**config.mk**
```make
export PLATFORM = sky130hd
export DESIGN_NAME = regfile_write_arbiter_flat
export DESIGN_NICKNAME = d
export VERILOG_FILES = /design/src/rtl/regfile_write_arbiter_if.sv /design/src/rtl/regfile_write_arbiter.sv /design/src/flat_wrapper.sv
export SDC_FILE = /design/constraint.sdc
export NUM_CORES = 1
export LEC_CHECK = 0
export ABC_AREA = 0
export BUFFER_PORTS_ARGS = -buffer_cell sky130_fd_sc_hd__buf_2
export CORE_AREA = 10 10 174 95
export DETAILED_ROUTE_END_ITERATION = 12
export DIE_AREA = 0 0 184 105
export GPL_TIMING_DRIVEN = 0
export MAX_ROUTING_LAYER = met4
export PLACE_DENSITY = 0.74
export SYNTH_ARGS = -nofsm -noshare
export SYNTH_HDL_FRONTEND = slang
export SYNTH_SLANG_ARGS = --single-unit
```
**constraint.sdc**
```tcl
create_clock -name clk -period 6.1 [get_ports clk]
set_input_delay 1.83 -clock clk [delete_from_list [all_inputs] [get_ports clk]]
set_output_delay 1.83 -clock clk [all_outputs]
set_load 0.05 [all_outputs]
```
**src/rtl/regfile_write_arbiter_if.sv**
```systemverilog
// Write-port arbitration bus: WB request, MC issue/result path, register-bank
// write port and hazard/status outputs.
interface regfile_write_arbiter_if #(
  parameter int unsigned DEPTH = 2
);
  localparam int unsigned CNT_W = $clog2(DEPTH) + 1;

  logic             wb_we;
  logic [4:0]       wb_addr;
  logic [31:0]      wb_data;
  logic             mc_issue;
  logic [4:0]       mc_issue_addr;
  logic             mc_valid;
  logic [4:0]       mc_addr;
  logic [31:0]      mc_data;
  logic             mc_ready;
  logic             rf_we;
  logic [4:0]       rf_addr;
  logic [31:0]      rf_data;
  logic [31:0]      pend_mask;
  logic [CNT_W-1:0] fifo_count;
  logic             wb_stall;
  logic             waw_err;
  logic             issue_err;

  modport master (
    output wb_we, wb_addr, wb_data, mc_issue, mc_issue_addr,
           mc_valid, mc_addr, mc_data,
    input  mc_ready, rf_we, rf_addr, rf_data, pend_mask, fifo_count,
           wb_stall, waw_err, issue_err
  );

  modport slave (
    input  wb_we, wb_addr, wb_data, mc_issue, mc_issue_addr,
           mc_valid, mc_addr, mc_data,
    output mc_ready, rf_we, rf_addr, rf_data, pend_mask, fifo_count,
           wb_stall, waw_err, issue_err
  );
endinterface

```
**src/rtl/regfile_write_arbiter.sv**
```systemverilog
// Shares the register bank write port between WB (fixed priority) and a
// buffered multi-cycle result path, with pending-write scoreboard and starvation stall.
module regfile_write_arbiter #(
  parameter int unsigned DEPTH        = 2,
  parameter int unsigned STARVE_LIMIT = 4,
  parameter bit          ZERO_GUARD   = 1'b1
) (
  input  logic                   clk,
  input  logic                   rst,
  regfile_write_arbiter_if.slave bus
);
  localparam int unsigned PTR_W = (DEPTH > 1) ? $clog2(DEPTH) : 1;
  localparam int unsigned CNT_W = $clog2(DEPTH) + 1;
  localparam int unsigned STV_W = $clog2(STARVE_LIMIT + 1);

  typedef struct packed {
    logic [4:0]  addr;
    logic [31:0] data;
  } mc_entry_t;

  mc_entry_t        fifo_q [DEPTH];
  logic [PTR_W-1:0] rd_ptr_q, rd_ptr_d, wr_ptr_q, wr_ptr_d;
  logic [CNT_W-1:0] count_q, count_d;
  logic [31:0]      pend_q, pend_d;
  logic [STV_W-1:0] starve_q, starve_d;
  logic             rf_we_q, rf_we_d;
  logic [4:0]       rf_addr_q, rf_addr_d;
  logic [31:0]      rf_data_q, rf_data_d;
  logic             wb_stall_q, wb_stall_d;
  logic             waw_err_q, waw_err_d;
  logic             issue_err_q, issue_err_d;

  logic             full_c, empty_c, push_c, pop_c, sel_c;
  mc_entry_t        head_c, sel_entry_c;

  // Arbitration, FIFO bookkeeping, scoreboard and starvation next-state
  always_comb begin
    full_c      = (count_q == CNT_W'(DEPTH));
    empty_c     = (count_q == '0);
    push_c      = bus.mc_valid && !full_c;
    pop_c       = !bus.wb_we && !empty_c;
    head_c      = fifo_q[rd_ptr_q];
    sel_c       = bus.wb_we || pop_c;
    sel_entry_c = bus.wb_we ? mc_entry_t'{addr: bus.wb_addr, data: bus.wb_data} : head_c;

    rf_we_d     = sel_c && !(ZERO_GUARD && (sel_entry_c.addr == 5'd0));
    rf_addr_d   = sel_c ? sel_entry_c.addr : rf_addr_q;
    rf_data_d   = sel_c ? sel_entry_c.data : rf_data_q;

    rd_ptr_d    = pop_c  ? rd_ptr_q + PTR_W'(1) : rd_ptr_q;
    wr_ptr_d    = push_c ? wr_ptr_q + PTR_W'(1) : wr_ptr_q;
    count_d     = count_q + CNT_W'(push_c) - CNT_W'(pop_c);

    // Clear before set so a same-cycle issue keeps the bit pending
    pend_d      = pend_q;
    if (pop_c)        pend_d[head_c.addr]        = 1'b0;
    if (bus.mc_issue) pend_d[bus.mc_issue_addr] = 1'b1;

    waw_err_d   = bus.wb_we && pend_q[bus.wb_addr];
    issue_err_d = bus.mc_issue && pend_q[bus.mc_issue_addr];

    starve_d    = '0;
    wb_stall_d  = 1'b0;
    if (bus.wb_we && !empty_c) begin
      if (starve_q == STV_W'(STARVE_LIMIT - 1)) wb_stall_d = 1'b1;
      else                                      starve_d   = starve_q + STV_W'(1);
    end
  end

  always_ff @(posedge clk) begin
    if (rst) begin
      rd_ptr_q    <= '0;
      wr_ptr_q    <= '0;
      count_q     <= '0;
      pend_q      <= '0;
      starve_q    <= '0;
      rf_we_q     <= 1'b0;
      rf_addr_q   <= '0;
      rf_data_q   <= '0;
      wb_stall_q  <= 1'b0;
      waw_err_q   <= 1'b0;
      issue_err_q <= 1'b0;
    end else begin
      rd_ptr_q    <= rd_ptr_d;
      wr_ptr_q    <= wr_ptr_d;
      count_q     <= count_d;
      pend_q      <= pend_d;
      starve_q    <= starve_d;
      rf_we_q     <= rf_we_d;
      rf_addr_q   <= rf_addr_d;
      rf_data_q   <= rf_data_d;
      wb_stall_q  <= wb_stall_d;
      waw_err_q   <= waw_err_d;
      issue_err_q <= issue_err_d;
    end
  end

  // Payload storage; validity is tracked by the pointers and count
  always_ff @(posedge clk) begin
    if (push_c && !rst) fifo_q[wr_ptr_q] <= mc_entry_t'{addr: bus.mc_addr, data: bus.mc_data};
  end

  assign bus.mc_ready   = !full_c;
  assign bus.rf_we      = rf_we_q;
  assign bus.rf_addr    = rf_addr_q;
  assign bus.rf_data    = rf_data_q;
  assign bus.pend_mask  = pend_q;
  assign bus.fifo_count = count_q;
  assign bus.wb_stall   = wb_stall_q;
  assign bus.waw_err    = waw_err_q;
  assign bus.issue_err  = issue_err_q;
endmodule

```
**src/flat_wrapper.sv**
```systemverilog
// flat-port wrapper written by rule: the top's interface ports become plain ports
module regfile_write_arbiter_flat 
#(
  parameter int unsigned DEPTH        = 2,
  parameter int unsigned STARVE_LIMIT = 4,
  parameter bit          ZERO_GUARD   = 1'b1
)
  (clk, rst, bus_wb_we, bus_wb_addr, bus_wb_data, bus_mc_issue, bus_mc_issue_addr, bus_mc_valid, bus_mc_addr, bus_mc_data, bus_mc_ready, bus_rf_we, bus_rf_addr, bus_rf_data, bus_pend_mask, bus_fifo_count, bus_wb_stall, bus_waw_err, bus_issue_err);
  regfile_write_arbiter_if #(.DEPTH(DEPTH)) bus_i ();
  input  logic clk;
  input  logic rst;
  input wire logic [$bits(bus_i.wb_we)-1:0] bus_wb_we;
  input wire logic [$bits(bus_i.wb_addr)-1:0] bus_wb_addr;
  input wire logic [$bits(bus_i.wb_data)-1:0] bus_wb_data;
  input wire logic [$bits(bus_i.mc_issue)-1:0] bus_mc_issue;
  input wire logic [$bits(bus_i.mc_issue_addr)-1:0] bus_mc_issue_addr;
  input wire logic [$bits(bus_i.mc_valid)-1:0] bus_mc_valid;
  input wire logic [$bits(bus_i.mc_addr)-1:0] bus_mc_addr;
  input wire logic [$bits(bus_i.mc_data)-1:0] bus_mc_data;
  output wire logic [$bits(bus_i.mc_ready)-1:0] bus_mc_ready;
  output wire logic [$bits(bus_i.rf_we)-1:0] bus_rf_we;
  output wire logic [$bits(bus_i.rf_addr)-1:0] bus_rf_addr;
  output wire logic [$bits(bus_i.rf_data)-1:0] bus_rf_data;
  output wire logic [$bits(bus_i.pend_mask)-1:0] bus_pend_mask;
  output wire logic [$bits(bus_i.fifo_count)-1:0] bus_fifo_count;
  output wire logic [$bits(bus_i.wb_stall)-1:0] bus_wb_stall;
  output wire logic [$bits(bus_i.waw_err)-1:0] bus_waw_err;
  output wire logic [$bits(bus_i.issue_err)-1:0] bus_issue_err;
  assign bus_i.wb_we = bus_wb_we;
  assign bus_i.wb_addr = bus_wb_addr;
  assign bus_i.wb_data = bus_wb_data;
  assign bus_i.mc_issue = bus_mc_issue;
  assign bus_i.mc_issue_addr = bus_mc_issue_addr;
  assign bus_i.mc_valid = bus_mc_valid;
  assign bus_i.mc_addr = bus_mc_addr;
  assign bus_i.mc_data = bus_mc_data;
  assign bus_mc_ready = bus_i.mc_ready;
  assign bus_rf_we = bus_i.rf_we;
  assign bus_rf_addr = bus_i.rf_addr;
  assign bus_rf_data = bus_i.rf_data;
  assign bus_pend_mask = bus_i.pend_mask;
  assign bus_fifo_count = bus_i.fifo_count;
  assign bus_wb_stall = bus_i.wb_stall;
  assign bus_waw_err = bus_i.waw_err;
  assign bus_issue_err = bus_i.issue_err;
  regfile_write_arbiter #(.DEPTH(DEPTH), .STARVE_LIMIT(STARVE_LIMIT), .ZERO_GUARD(ZERO_GUARD)) u_core (.clk(clk), .rst(rst), .bus(bus_i));
endmodule
```
Yosys cells after proc, flatten, opt, wreduce, memory -nomap -nowiden
Memory sizes are Yosys's and may differ from the RTL's. A register that Yosys moved wholly into a read port is not among the register bits. Cells that the tools add are included.

Reduce and logical (&&, ||, !) cells: 19. Eq/ne operators: 2. Bitwise gates (word level): 4. Add/sub/neg operators: 5. Magnitude comparators: 5. Multiplexer cells: 16.

Operators with widths (number): 32-bit 2-to-1 mux (2); 37-bit 2-to-1 mux (1); 32-bit AND (1); 32-bit inverter (1); 32-bit OR (1); 5-bit by 6-bit less-than comparator with 1-bit output, second input constant (3); 1-bit binary-select mux with 5-bit select (2); 1-bit demux with 5-bit select (2); 5-bit by 1-bit >= comparator with 1-bit output, second input constant (2); 1-bit logical AND (9); 1-bit 2-to-1 mux (9); 1-bit zero test (5); 5-bit zero test (1); 3-bit by 1-bit adder with 3-bit output, second input constant (1); 3-bit by 2-bit == test with 1-bit output, second input constant (1); 3-bit OR reduction (1); 1-bit adder, second input constant (2); 2-bit by 1-bit adder with 2-bit output (1); 2-bit == test, second input constant (1); 2-bit zero test (1); 2-bit OR reduction (1); 2-bit by 1-bit subtractor with 2-bit output (1); 1-bit logical OR (1); 1-bit inverter (1).

RAM bits: 74. Bits of input ports: 84. Bits in registers: 80. Output and inout port bits: 76. Logic and storage cells: 63. Memories: 1.

Memory list: u_core.fifo_q (words 2, bits a word 37, read ports 1, clocked after memory_dff 1, write ports 1, RTL line regfile_write_arbiter.sv:21) `mc_entry_t fifo_q [DEPTH];`.

Logic depth before layout (Yosys ltp)
Gate-level depths: netlist (run 1).

Word-level depth: 9. Mapped depth: 8. Depth with buffers taken out: 6.

Worst setup path after synthesis (run 1)
Ideal clock, no wire load.

Kind: input-to-reg. From: input rst. To: memory u_core.fifo_q[1][0] (netlist name) (enable). Stages: 3. Data arrival time: 4.964 ns. Library setup time: 0.485 ns. Data required time: 5.615 ns. Slack: 0.651 ns. Cells stage by stage: clkbuf_1 > clkbuf_1 > nor3b_1.

Cells in the longest elaborated chain, start to end: 4.

Ends and longest elaborated chain: start: declaration (RTL line flat_wrapper.sv:11) `input logic rst;`; 1-bit zero test (RTL line regfile_write_arbiter.sv:100) `if (push_c && !rst) fifo_q[wr_ptr_q] <= mc_entry_t'{addr: bus.mc_addr, data: bus.mc_data};`; 1-bit logical AND (RTL line regfile_write_arbiter.sv:100); 1-bit 2-to-1 mux (RTL line regfile_write_arbiter.sv:100); 1-bit 2-to-1 mux (implied by the code) (RTL line regfile_write_arbiter.sv:100); end: declaration (RTL line regfile_write_arbiter.sv:21).

No other way between the ends.

Final worst setup path (run 1)
From: input rst. To: memory u_core.fifo_q[0][16] (netlist name) (enable).

Same word-level chain as after synthesis.

==> metrics, run 1 <==
outcome=finished clean; GRT Util Overall=0.196; vias=roughly 5300; critical path class=input pin to flop; Worst-Margin Slew=approximately 1100 ps; Slew Viols, Final=0; Tot Pwr=3.30 mW; root buffer cell=clkbuf_16; worst-path cell chain=clkbuf_1 > clkbuf_1 > nor3_2 > buf_6 > buf_4; EDFF count, synth=74; layout cells sized above 1=0.294; post-CTS setup buffers=0; hold crit path type=flop to flop; Fill cells=roughly 1100; critical path's most frequent cell=clkbuf_1; fin crit share=0.565; most common cell after layout, fill and taps aside=buf_2; synthesized instance count=577; critical path arrival=3550 ps; die height=105 µm; simple-gate share of the synthesized area=0.106; syn_area_per_cell=between 10 and 15 µm²; FFs w/ async S/R, synth=0; CTS tree=built; FF+latch count, synth=around 160; Slowest-stage cell, CP=nor3_2; antenna-violating nets left=0; Peak VDD IR=between 0.2 and 0.25 mV; Post-CTS Resized=0; Pre-antenna DRT Iters=7; clk slew on worst S/H paths=60 ps; Crit path max-delay family=buffers and inverters; Critical Path RT=6200 ps; minimum clock period=3450 ps; most frequent cells in the layout=buf_2, dfxtp_1, nand2_1, edfxtp_1, a21oi_1; setup repair after global routing missed its margin=no; adder-cell share of the synthesized area=0.00759; CTS Buffer Depth=2; initial antenna violation count=1; Setup WS post-layout=2650 ps; leakage power=3.33 nW; final clock skew=roughly 12 ps; number of global-route vias before repair=5407; pin count of the biggest net entering global routing=17; total congestion overflow=0; post-synthesis compound-gate area fraction=0.140; final wirelength=18700 µm; P&R area growth vs syn=25.5%; worst reg2reg setup slack=4040 ps; sequential area share after synthesis=0.583; Slew HR=0.233; fin nets=844; first-pass GRT wire length=28800 µm; die area=slightly below 20000 µm²; DRC=0; Syn. warnings=0; DR iter-0 viols=415; final RePlAce weighted congestion=0.922; width of the die=~180 µm; core box area=about 13000 µm²; Sinks on Clock Net=155; post-synthesis mux area share=0.123; IO Pins=160; dpl hpwl=13600 µm; routed vias/inst=5.60; Max-Cap Viols=0; worst slack, placed=2210 ps; main combinational cell family by area after synthesis=compound AO/OA/AOI/OAI gates; worst skew pair latency=approximately 400 ps; fmax=0.290 GHz; Fin. Hold Viols=0; Cell Area, Synth=approximately 6600 µm²; Setup-failing EPs final=0; wire per inst=19.8 µm; Primary FF master, synth=dfxtp_1; worst hold slack=457 ps; delay of the slowest cell on the worst path=roughly 710 ps; Critical Path Fanout Max=11; Synth Area in XOR/XNOR=0.00532; Bufs and invs on worst path=4; Setup crit end kind=flop; PD cells=399 nW/µm²; CP Launch Type=input pin; port bufs=154; standard-cell rows=30; Starting Density=0.493; post-synth net total=665; cts bufs inserted=17; Netlist cell types=40; H-tree lvl count=4; Post-CTS Hold Fix Bufs=0
## final timing paths
path,to,from,depth (start not counted)
worst max-delay path,u_core.fifo_q[0][16],rst,5
worst min-delay path,u_core.starve_q[0],u_core.starve_q[0],1
worst max register to register,u_core.fifo_q[0][16],u_core.bus.fifo_count[0],5
worst min register to register,u_core.starve_q[0],u_core.starve_q[0],1
## per-stage QoR
stage,TNS [ps],utilization,area (µm²),instances
2_1_floorplan,0,-,6590,577
3_3_place_gp,-81490,0.567,7580,907
3_5_place_dp,0,0.573,7660,913
4_1_cts,0,0.619,8270,945
5_1_grt,0,0.619,8270,946
6_report,0,0.619,8270,946
## registers in the layout, indices dropped and copies added (netlist names), named ones only
signal and flops:
u_core.starve_q 3, u_core.bus.wb_stall 1, u_core.bus.waw_err 1, u_core.bus.pend_mask 32
u_core.bus.rf_addr 5, u_core.fifo_q 74, u_core.wr_ptr_q 1, u_core.bus.rf_data 32
u_core.bus.issue_err 1, u_core.bus.fifo_count 2, u_core.rd_ptr_q 1, u_core.bus.rf_we 1
## Yosys cell counts, drive strengths merged, types with 4 or more instances
master / number / area, µm²
dfxtp: 81 / 1620
nand2: 76 / 285
edfxtp: 74 / 2220
a21oi: 70 / 350
nor2: 49 / 184
mux2i: 40 / 400
a211o: 37 / 324
o21ai: 34 / 170
clkbuf: 23 / 87.6
buf: 17 / 121
mux4: 16 / 375
nand3: 8 / 40.0
nor3: 7 / 35.0
inv: 6 / 22.5
nor3b: 6 / 55.1
nand3b: 5 / 37.5
ha: 4 / 50.1
## power by group
part | total [mW] | leakage [nW] | internal (mW) | switching [mW]
Combinational | 0.952 | 1.70 | 0.319 | 0.634
Sequential | 1.26 | 1.34 | 1.21 | 0.0526
Clock | 1.09 | 0.292 | 0.684 | 0.404
Total | 3.30 | 3.33 | 2.21 | 1.09
## layout make-up
cell class | instances | area (µm²) | area share
sequential | 155 | 3840 | 0.465
multi-input combinational | 376 | 2520 | 0.305
timing repair buffer | 160 | 838 | 0.101
clock buffer | 20 | 437 | 0.0528
tap | 176 | 220 | 0.0266
buffer | 40 | 209 | 0.0253
clock inverter | 12 | 171 | 0.0207
inverter | 6 | 22.5 | 0.00272
antenna | 1 | 2.50 | 0.000303
## kinds of logic after synthesis
| logic type | Yosys count |
|---|---|
| simple gates | 160 |
| flops | 155 |
| compound gates | 149 |
| mux | 59 |
| buf+inv | 46 |
| xor+xnor | 4 |
| fa+ha+maj | 4 |
## routing by layer
layer,share of wire,wire [µm],track usage
met5,0,0,-
met4,0.0077,144,0.0506
met3,0.063,1170,0.0418
met2,0.51,9540,0.335
met1,0.42,7850,0.229
Note: power is estimated with default switching activity, not from simulation.
==> run 2, diff against run 1 <==
- CORE_AREA: 10 10 174 95 -> 10 10 177 96
- DIE_AREA: 0 0 184 105 -> 0 0 187 106
- PLACE_DENSITY: 0.74 -> 0.75
- clock period: 6.1 -> 3.03 ns (I/O delays scaled with it)
==> run 2 against run 1 <==
Wire length grew 8.8%. Sequential power increased by 100%. Combinational power is 110% higher. Largest cell class unchanged. Core utilization fell by 2.4 points. Critical path depth did not move. Power up 100%. Sequential cell count stayed put. Hold slack got worse by 22 ps. Highest routed layer unchanged.
==> metrics, run 2 (synthesis results as in run 1) <==
Peak VDD IR=~0.30 mV; total congestion overflow=0; Crit. Startpoint=rst; die area=between 15000 and 20000 µm²; Setup WS post-layout=613 ps; vias=5500; Setup-failing EPs final=0; largest reg by FF count=u_core.fifo_q; register share of total power=0.379; Sinks on Clock Net=155; Crit path max-delay family=buffers and inverters; Gate power share=0.295; number of global-route vias before repair=5473; antenna-violating nets left=0; area of the multi-input gates=2540 µm²; Slew Viols, Final=0; CP Launch Type=input pin; final clock skew=9.21 ps; fin crit share=0.798; clk slew on worst S/H paths=70 ps; hold crit path type=flop to flop; Max-Cap Viols=0; Critical Path RT=around 3200 ps; final wirelength=20400 µm; critical path arrival=2540 ps; PD cells=804 nW/µm²; Placed Cells=933; Post-CTS Resized=0; GRT Util Overall=0.206; die height=106 µm; DRC=0; layout cells sized above 1=0.294; Final Instance Count excl. Fillers=969; first-pass GRT wire length=30900 µm; FF/Latch Area=3840 µm²; worst-path cell chain=clkbuf_1 > clkbuf_1 > nor3_4 > buf_16 > buf_16; Pre-antenna DRT Iters=5; DR iter-0 viols=about 600; IO Pins=160; Slowest-stage cell, CP=nor3_4; dpl hpwl=15300 µm; Switching Share=0.345; worst slack, placed=approximately 180 ps; P&R area growth vs syn=26.8%; max reg flops=74; most frequent cells in the layout=buf_2, dfxtp_1, nand2_1, edfxtp_1, a21oi_1; Fin. Hold Viols=0; most common cell after layout, fill and taps aside=buf_2; fin nets=843; initial antenna violation count=3; fmax=0.414 GHz; Tot Pwr=roughly 6.7 mW; root buffer cell=clkbuf_16; R2R cell count=5; final RePlAce weighted congestion=0.920; Starting Density=0.469; Post-CTS Hold Fix Bufs=0; Worst setup endpoint=u_core.fifo_q[0][0]; outcome=finished clean; post-CTS setup buffers=0; Sw Pwr=2.32 mW; worst skew pair latency=between 400 and 500 ps; leakage power=3.35 nW; Crit path depth=5; CTS tree=built; critical path class=input pin to flop; setup repair after global routing missed its margin=no; Bufs and invs on worst path=4; H-tree lvl count=4; cts bufs inserted=17; Fill cells=about 1200; Setup crit end kind=flop; Critical Path Fanout Max=14; worst reg2reg setup slack=between 900 and 1000 ps; Slew HR=0.223; routed vias/inst=5.68; wire per inst=21.0 µm; width of the die=187 µm; port bufs=around 150; Pint=4.40 mW; delay of the slowest cell on the worst path=700 ps; standard-cell rows=31; worst r2r src=u_core.bus.fifo_count[0]; Clk network pwr share=0.326; pin count of the biggest net entering global routing=17; Worst-Margin Slew=1160 ps; r2r endpoint=u_core.fifo_q[0][0]; CTS Buffer Depth=2; core box area=around 14000 µm²; minimum clock period=2420 ps
[run 2: cell count changes in the layout (fill, tap and decap cells not counted), sizes merged]
| cell | previous run | this run |
|---|---|---|
| clkbuf | 43 | 42 |
| buf | 177 | 176 |
| bufinv | 4 | 3 |
| clkinvlp | 2 | 1 |
| clkinv | 5 | 7 |
| diode | 1 | 3 |
| inv | 7 | 8 |
[run 2: routing by layer]
| layer | global-route usage | part of all wire |
|---|---|---|
| met1 | 0.275 | 0.46 |
| met2 | 0.288 | 0.42 |
| met3 | 0.0750 | 0.12 |
| met4 | 0.0578 | 0.010 |
| met5 | - | 0 |
[run 2: power by group through the flow]
| stage | registers, mW | logic [mW] | clock network [mW] |
|---|---|---|---|
| 2_1_floorplan | 2.98 | 1.00 | 0 |
| 3_3_place_gp | 2.58 | 1.89 | 0 |
| 3_5_place_dp | 2.59 | 1.97 | 0 |
| 4_1_cts | 2.54 | 1.98 | 2.21 |
| 5_1_grt | 2.56 | 2.14 | 2.30 |
| 6_report | 2.54 | 1.98 | 2.19 |
[run 2: per-stage QoR]
step	setup TNS, ps	cell area [µm²]	utilization	hold slack (ps)
finish	0	8360	0.595	435
CTS	0	8340	0.594	431
global route	0	8360	0.595	446
floorplan	0	6610	-	399
detailed placement	0	7740	0.551	422
global placement	-34380	7630	0.543	411
[run 2: layout make-up]
type                    instances  area share
diodes                          3    0.000898
plain buffers                  40      0.0250
clock buffers                  19      0.0518
clock inverters                13      0.0201
inverters                       6     0.00270
multi-input cells             376       0.304
flip-flops and latches        155       0.460
well taps                     198      0.0296
repair buffers                159       0.106
[run 2: how the worst min path moves through the flow]
| stage | start | endpoint | slack [ps] | cells after the start |
|---|---|---|---|---|
| 2_1_floorplan | u_core.starve_q[0] | u_core.starve_q[0] | 400 | 1 |
| 3_3_place_gp | u_core.starve_q[0] | u_core.starve_q[0] | 410 | 1 |
| 3_5_place_dp | u_core.starve_q[0] | u_core.starve_q[0] | 420 | 1 |
| 4_1_cts | u_core.starve_q[0] | u_core.starve_q[0] | 430 | 1 |
| 5_1_grt | u_core.starve_q[0] | u_core.starve_q[0] | 450 | 1 |
| 6_report | u_core.starve_q[0] | u_core.starve_q[0] | 430 | 1 |
[run 2: worst reg2reg max path: stages (launching register included)]
cell	delay, ps
dfxtp_1	440
nand2b_1	160
nand2_1	200
nor3_4	630
buf_16	240
buf_16	160
